<file path="src/rtl/u765_sd_arbiter.sv">
// ---------------------------------------------------------------------------
// u765_sd_arbiter
//
// Shares one SD-card sector channel between NDRV floppy drive emulators.
// Each drive raises a level read or write request with its sector LBA. The
// arbiter grants one drive at a time in round-robin order, strobes the SD
// host until it acknowledges, follows the acknowledge through the transfer,
// and returns a one-cycle done pulse. If the host never acknowledges, the
// served drive gets a one-cycle err pulse instead.
//
// Ports
//   clk_sys   system clock, all state changes on its rising edge
//   reset_n   asynchronous active-low reset
//   ce        clock enable; when low, all state, counters and outputs hold
//   req_rd    per-drive read request (level)
//   req_wr    per-drive write request (level)
//   req_lba   per-drive LBA, drive i at [32i+31:32i]
//   done      one-cycle completion pulse to the served drive
//   err       one-cycle ack-timeout pulse to the served drive
//   busy      high whenever the arbiter is not idle
//   sd_lba    LBA of the active transfer
//   sd_rd     one-hot read strobe to the SD host
//   sd_wr     one-hot write strobe to the SD host
//   sd_ack    SD host acknowledge, high for the whole sector transfer
// ---------------------------------------------------------------------------
module u765_sd_arbiter #(
  parameter int NDRV        = 4,
  parameter int ACK_TIMEOUT = 100
) (
  input  logic                 clk_sys,
  input  logic                 reset_n,
  input  logic                 ce,
  input  logic [NDRV-1:0]      req_rd,
  input  logic [NDRV-1:0]      req_wr,
  input  logic [32*NDRV-1:0]   req_lba,
  output logic [NDRV-1:0]      done,
  output logic [NDRV-1:0]      err,
  output logic                 busy,
  output logic [31:0]          sd_lba,
  output logic [NDRV-1:0]      sd_rd,
  output logic [NDRV-1:0]      sd_wr,
  input  logic                 sd_ack
);

  localparam int GW = (NDRV > 1) ? $clog2(NDRV) : 1;
  localparam int CW = $clog2(ACK_TIMEOUT + 1);
  localparam logic [CW-1:0] CNT_LAST = CW'(ACK_TIMEOUT - 1);

  localparam logic [1:0] S_IDLE  = 2'd0;
  localparam logic [1:0] S_ISSUE = 2'd1;
  localparam logic [1:0] S_XFER  = 2'd2;
  localparam logic [1:0] S_DONE  = 2'd3;

  logic [1:0]      state;
  logic [GW-1:0]   gnt;       // drive currently being served
  logic            op_wr;     // latched op of the active transfer
  logic [GW-1:0]   rr_ptr;    // first drive considered at the next grant
  logic [CW-1:0]   cnt;       // ack timeout counter
  logic            err_pend;  // timeout happened on the last enabled edge

  logic [NDRV-1:0] pend;
  logic            found;
  logic [GW-1:0]   pick;
  logic [GW:0]     idx;
  logic [GW-1:0]   rr_next;
  logic [NDRV-1:0] gnt_oh;
  logic [NDRV-1:0] pick_oh;

  assign pend = req_rd | req_wr;

  // Round-robin search: walk drives rr_ptr, rr_ptr+1, ... wrapping at NDRV,
  // and take the first one with a pending request.
  // NOTE: every variable written here gets a default first, so no path
  // leaves one unassigned and no latch is inferred.
  always_comb begin
    found = 1'b0;
    pick  = '0;
    idx   = '0;
    for (int i = 0; i < NDRV; i++) begin
      idx = {1'b0, rr_ptr} + (GW+1)'(i);
      if (idx >= (GW+1)'(NDRV)) idx = idx - (GW+1)'(NDRV);
      if (!found && ((pend >> idx) & NDRV'(1)) != '0) begin
        found = 1'b1;
        pick  = GW'(idx);
      end
    end
  end

  assign pick_oh = NDRV'(1) << pick;
  assign gnt_oh  = NDRV'(1) << gnt;
  assign rr_next = (gnt == GW'(NDRV - 1)) ? '0 : gnt + GW'(1);

  // Outputs decode straight from registered state, so reset clears them
  // immediately without waiting for a clock edge.
  assign busy  = (state != S_IDLE);
  assign sd_rd = (state == S_ISSUE && !op_wr) ? gnt_oh : '0;
  assign sd_wr = (state == S_ISSUE &&  op_wr) ? gnt_oh : '0;
  assign done  = (state == S_DONE) ? gnt_oh : '0;
  assign err   = err_pend ? gnt_oh : '0;

  // NOTE: sequential state uses non-blocking assignments only, so every
  // register samples the pre-edge values of all the others.
  always_ff @(posedge clk_sys or negedge reset_n) begin
    if (!reset_n) begin
      state    <= S_IDLE;
      gnt      <= '0;
      op_wr    <= 1'b0;
      rr_ptr   <= '0;
      cnt      <= '0;
      sd_lba   <= '0;
      err_pend <= 1'b0;
    end else if (ce) begin
      err_pend <= 1'b0;
      case (state)
        S_IDLE: begin
          if (found) begin
            gnt    <= pick;
            // Write wins when both are requested; the read stays pending
            // and is picked up on a later grant.
            op_wr  <= ((req_wr & pick_oh) != '0);
            sd_lba <= req_lba[32*pick +: 32];
            cnt    <= '0;
            state  <= S_ISSUE;
          end
        end
        S_ISSUE: begin
          if (sd_ack) begin
            cnt   <= '0;
            state <= S_XFER;
          end else if (cnt == CNT_LAST) begin
            cnt      <= '0;
            err_pend <= 1'b1;
            rr_ptr   <= rr_next;
            state    <= S_IDLE;
          end else begin
            cnt <= cnt + CW'(1);
          end
        end
        S_XFER: begin
          if (!sd_ack) state <= S_DONE;
        end
        S_DONE: begin
          rr_ptr <= rr_next;
          state  <= S_IDLE;
        end
        default: state <= S_IDLE;
      endcase
    end
  end

endmodule

</file>
<file path="config.mk">
export PLATFORM = sky130hd
export DESIGN_NAME = u765_sd_arbiter
export DESIGN_NICKNAME = d
export VERILOG_FILES = /design/src/rtl/u765_sd_arbiter.sv
export SDC_FILE = /design/constraint.sdc
export NUM_CORES = 1
export LEC_CHECK = 0
export ABC_AREA = 1
export CAP_MARGIN = 20
export CORE_MARGIN = 2
export CORE_UTILIZATION = 46
export DETAILED_ROUTE_END_ITERATION = 8
export PLACE_DENSITY = 0.88
export SLEW_MARGIN = 20
export SYNTH_ARGS = -nofsm -noshare
export SYNTH_HDL_FRONTEND = slang
export SYNTH_SLANG_ARGS = --single-unit
</file>
<file path="constraint.sdc">
create_clock -name clk_sys -period 4.3 [get_ports clk_sys]
set_input_delay 0.86 -clock clk_sys [delete_from_list [all_inputs] [get_ports clk_sys]]
set_output_delay 0.86 -clock clk_sys [all_outputs]
set_load 0.005 [all_outputs]
</file>
==> results.cfg, run 1 <==
[floorplanning]
dieArea_um2 = 9838
core_area_um2 = 8763
die_h_um = 99.19
pin_count = 189
start_util_pct = 47.56
rows = 34
die_x_um = 99.19

[timing]
finalSetupViolations = 0
fmax_mhz = 309.5
finalSetupTns_ns = 0
finClkSkew_ns = 0.009571
final.min_clock_period_ns = 3.231
rsz0062_at_grt = false
whs_ns = 0.4862
hold_viol = 0
slew_headroom_pct = 48.30
tightest_slew_ns = 0.7726
maxSlewViolCount = 0
min_period_over_period_pct = 75.14

[min_path]
min_delay_worst_endpoint = sd_lba[31]
hold_path.class = reg2reg
min_from = sd_lba[31]
hold_path_depth = 2

[grt]
gr-total-overflow = 0
grt_use_met1_pct = 28.85
grt_use_total_pct = 25.52
grt_use_met3_pct = 4.357
grt_max_degree = 55
grt_pass1_vias = 4622
met2_usage_pct = 47.04
grt_pass1_wl_um = 20770
antenna_found_initial = 0
grt.busiest_layer = met2

[critical_path]
timing.rr.end = sd_lba[9]
setup.worst_path.start_class = primary input
path_class = in2reg
reg2regPathDepth = 14
worst_ep_required_time_ns = 4.50
path_max_fanout = 54
reg2reg_from = rr_ptr[0]
arrival_ns = 3.43
worstSetupEndpointType = register
rrSetupSlack_ns = 1.54

[synthesis]
synth-seq-cells = 47
synth_ff_type = dfrtp_1
synth_xor_area_share_pct = 0.4203
yosys.area_share.simple_pct = 42.63
synth_area_per_cell_um2 = 6.472
synth_area_um2 = 4168
synthMuxAreaShare_pct = 0
synth_area_leaders = dfrtp_1, nand2_1, inv_1
ys_seq_area_share_pct = 28.22
synth_cells = 644
synth_compound_area_share_pct = 8.046
synthArstFlopShare_pct = 100.0
synth_fp_nets = 789
synth-adder-area-share_pct = 1.501
synth-edff-count = 0
synth_largest_area_cell = dfrtp_1
synth_top_area_share_pct = 28.22
synth_cell_types = 33
ys_warn_count = 0
synth_top_family_by_area = simple AND/OR/NAND/NOR gates

[layout]
final_cell_count_no_fill = 926
syn_to_final_growth_pct = 46.02
final_core_util_pct = 69.45
num_antenna_cells = 0
final_layout_size_suffix_gt1_share_pct = 8.924
final_nets = 962
fin_area_um2 = 6086
mostFrequentLayoutCells = nand2_1, clkdlybuf4s50_1, inv_1
final_common_cell = nand2_1
nFillCells = 694

[cts]
htree_levels = 2
clockRootBuffer = clkbuf_8
clk_latency_ns = 0.31
ctsResizeCount = 0
postCtsSetupBuffers = 0
cts.sinks = 47
clockBufferDepth = 2
cts_tree = done
hold_buffers = 0
numCtsBuffers = 5
clk_pin_slew_worst_paths_ns = 0.09

[detailed_routing]
firstDrtPassIters = 5
totalWireLength_um = 12480
drcViolationCount = 0
vias = 4670
routed_via_density = 5.043
ant_nets = 0
drt_iter0_drc = 225
wire_per_inst_um = 13.48

[run]
drv_cap = 0

[pwr]
peakVddDrop_uv = 662.7
power_density_nw_per_um2 = 591.2
power.leakage_nw = 3.243

[placed_design]
gp_congestion = 0.9365
dp_cells = 918
hpwl_um = 9812
dpl_cell_area_um2 = 5998
io_buffers = 188

[status]
status = completed
[synth_stat cells (2+ instances only)]
master / count
ha_1: 5
nor3_1: 2
nand2_1: 215
nand2_2: 6
a21oi_1: 2
or2_2: 2
inv_4: 2
buf_6: 11
buf_2: 8
buf_4: 2
dfrtp_1: 47
xor2_1: 2
inv_2: 2
clkbuf_1: 4
nand3_2: 20
nand3_1: 93
nor2_1: 27
nor2_4: 2
o211ai_2: 18
o21ai_0: 10
inv_1: 145
nand4_1: 2
nor2_8: 3
nand2_4: 2
buf_8: 2
nor4_1: 3
[worst max path at each step]
stage,from,end,slack (ns),depth (start not counted)
detailed placement,req_wr[0],sd_lba[9],0.88,16
global route,req_wr[3],sd_lba[9],0.87,16
finish,req_wr[3],sd_lba[9],1.07,14
global placement,req_wr[0],sd_lba[9],0.98,16
floorplan,req_rd[2],sd_lba[0],1.97,12
CTS,req_wr[0],sd_lba[9],1.15,16
[report_power, final]
group / total, mW / internal, mW / switching, mW
logic: 2.56 / 0.997 / 1.56
clock network: 0.265 / 0.114 / 0.151
registers: 0.774 / 0.629 / 0.145
[flip-flops by register name (all words and copies together), names as in the netlist, named ones only]
name and cells:
state 1, op_wr 1, gnt 2, sd_lba 32, rr_ptr 2, err_pend 1
cnt 7
[logic make-up (layout without fill, tap and decap cells)]
family / after synthesis / in the layout
buffers and inverters: 177 / 351
DFF: 47 / 47
AOI/OAI and AO/OA: 35 / 35
adders and majority gates: 5 / 5
xor gates and xnor gates: 2 / 2
and+or+nand+nor: 378 / 378
[routing by layer]
layer,vias to the layer above,wire [um]
met2,232,6229
met3,50,869
li1,2292,-
met5,-,0
met4,0,506
met1,2096,4877
[layout make-up]
| cell class | count | area (um2) | share of cell area [%] |
|---|---|---|---|
| clock inverters | 2 | 12.51 | 0.2056 |
| multi-input cells | 420 | 2197 | 36.10 |
| clock buffers | 6 | 72.57 | 1.192 |
| flip-flops and latches | 47 | 1176 | 19.33 |
| repair buffers | 193 | 1917 | 31.50 |
| well taps | 108 | 135.1 | 2.220 |
| inverters | 150 | 575.6 | 9.457 |
[stage by stage]
stage,total power [mW],worst slack [ns]
floorplan,2.604,1.968
global placement,3.220,0.9832
detailed placement,3.317,0.8751
CTS,3.597,1.146
global route,3.917,0.8715
finish,3.598,1.069
[critical path, stage by stage]
cell and delay (ns):
clkdlybuf4s50_1 0.47, nor2_1 0.17, nand2_1 0.09, nand3_1 0.16, nand2_2 0.11, a21oi_1 0.18
nand2_1 0.14, nand2_4 0.51, buf_4 0.35, nand2_1 0.11, nand3_1 0.08, nand2_1 0.06
nand2_1 0.06, nand2_1 0.05
Note: power is estimated with default switching activity, not from simulation.
==> run 2: changes to the inputs <==
Settings changed: CORE_UTILIZATION 46 to 39, PLACE_DENSITY 0.88 to 0.79.
Clock period 4.3 ns to 2.91 ns, I/O delays scaled along.
==> run 2 against run 1 <==
Design area is 3.1% higher. Via count is 5.0% lower. Clock skew rose by 0.0054 ns. Critical path type is now reg2out. Global-route usage decreased by 4.6 points. Largest cell class unchanged. Combinational power increased by 53%. Highest routed layer unchanged. Routed wire length shrank 6.5%. Register-to-register slack got worse by 1.0 ns. Critical endpoint is now sd_rd[3]. Die area rose by 17%.
==> results.cfg, run 2 (synthesized netlist as in run 1, its figures left out) <==
[detailed_routing]
drt_iter0_drc = 145
ant_nets = 0
wire_per_inst_um = 12.16
firstDrtPassIters = 5
totalWireLength_um = 11670
routed_via_density = 4.622
vias = 4437
drcViolationCount = 0

[timing]
finalSetupTns_ns = 0
min_period_over_period_pct = 89.19
tightest_slew_ns = 0.5564
maxSlewViolCount = 0
fmax_mhz = 385.3
final.min_clock_period_ns = 2.596
finalSetupViolations = 0
rsz0062_at_grt = false
hold_viol = 0
setup_slack_ns = 0.3144
finClkSkew_ns = 0.01499
slew_headroom_pct = 62.57

[critical_path]
worst_ep_required_time_ns = 2.33
crit_buf_inv = 3
arrival_ns = 2.01
crit_chain = inv_1, nor2_1, inv_1, or2_2, nor2_1, clkdlybuf4s50_1
timing.rr.end = sd_lba[20]
max_stage_delay_ns = 0.50
setup.worst_path.start_class = register
reg2regPathDepth = 12
path_max_fanout = 7
cpMaxStageDelayCell = clkdlybuf4s50_1
rrSetupSlack_ns = 0.52
worstSetupEndpointType = primary output
path_delay_family = buffers and inverters
reg2reg_from = rr_ptr[0]
path_class = reg2out

[layout]
final_common_cell = nand2_1
final_layout_size_suffix_gt1_share_pct = 9.709
final_nets = 968
num_antenna_cells = 0
top_regs = sd_lba: 32 flops, cnt: 7 flops
mostFrequentLayoutCells = nand2_1, clkdlybuf4s50_1, inv_1
syn_to_final_growth_pct = 50.62
regMostFlops = sd_lba
largest_reg_flops = 32

[cts]
clk_pin_slew_worst_paths_ns = 0.11
ctsResizeCount = 0
htree_levels = 2
clockRootBuffer = clkbuf_8
cts_tree = done
numCtsBuffers = 5
cts.sinks = 47
hold_buffers = 0
clockBufferDepth = 2
clk_latency_ns = 0.31
postCtsSetupBuffers = 0

[grt]
grt_use_total_pct = 20.95
grt_pass1_vias = 4391
grt_max_degree = 47
grt_pass1_wl_um = 19620
antenna_found_initial = 0
gr-total-overflow = 0

[pwr]
power.leakage_nw = 3.317
power_density_nw_per_um2 = 896.5
peakVddDrop_uv = 854.9

[floorplanning]
dieArea_um2 = 11530
die_x_um = 107.4
pin_count = 189
die_h_um = 107.4
start_util_pct = 40.19
core_area_um2 = 10370
rows = 37

[placed_design]
place_ws_ns = 0.0008653
hpwl_um = 8990
gp_congestion = 0.8988
io_buffers = 188

[status]
status = completed

[run]
drv_cap = 0

[min_path]
hold_path.class = in2async
-- run 2: cell count changes in the layout (fill, tap and decap cells not counted) --
cell,previous run,this run
clkbuf_1,1,0
buf_2,0,1
clkinv_2,1,0
buf_12,0,5
bufinv_16,0,2
-- run 2: worst max path at each step --
stage / startpoint / cells after the start / slack [ns] / end
2_1_floorplan: req_rd[2] / 12 / 0.86 / sd_lba[0]
3_3_place_gp: req_wr[2] / 12 / 0.05 / sd_lba[23]
3_5_place_dp: req_wr[2] / 12 / 0.0009 / sd_lba[17]
4_1_cts: req_wr[2] / 12 / 0.31 / sd_lba[20]
5_1_grt: req_wr[2] / 12 / 0.14 / sd_lba[23]
6_report: state[0] / 6 / 0.31 / sd_rd[3]
-- run 2: worst register-to-register path, cell delays in order, from the launching register on --
cell and delay [ns]:
dfrtp_1 0.62, nand2_1 0.17, nand2_4 0.13, nand3_1 0.08, nand2_1 0.11, nor2_4 0.05
nand2_1 0.06, nand2_2 0.09, nor2_8 0.31, inv_4 0.14, nor2_8 0.32, nand3_1 0.13
nand3_1 0.11
-- run 2: routing by layer --
metal  GRT usage (%)  vias up  wire length (um)
met4           6.868        0               297
li1                -     2308                 -
met1           25.22     1968              5007
met5               0        -                 0
met2           37.07      143              5583
met3           4.479       18               784
-- run 2: layout make-up --
cell class                 count  area [um2]
timing repair buffer         199        2022
multi-input combinational    420        2197
clock inverter                 3       67.56
inverter                     150       575.6
clock buffer                   5       68.82
sequential                    47        1176
tap                          136       170.2
fill                         990        4093
-- run 2: power by group --
part | internal [mW] | leakage, nW | switching [mW]
logic | 1.64 | 2.66 | 2.27
clock network | 0.343 | 0.0644 | 0.241
registers | 0.929 | 0.592 | 0.202
total | 2.92 | 3.32 | 2.71
-- run 2: through the flow --
stage	std cells	utilization (%)	hold WS [ns]	cell area [um2]	total power [mW]
2_1_floorplan	644	-	0.2864	4168	3.848
3_3_place_gp	952	59.22	0.3809	6141	5.047
3_5_place_dp	952	59.22	0.3847	6141	5.089
4_1_cts	960	60.53	0.04012	6277	5.697
5_1_grt	960	60.53	0.02697	6277	6.198
6_report	960	60.53	0.04694	6277	5.628
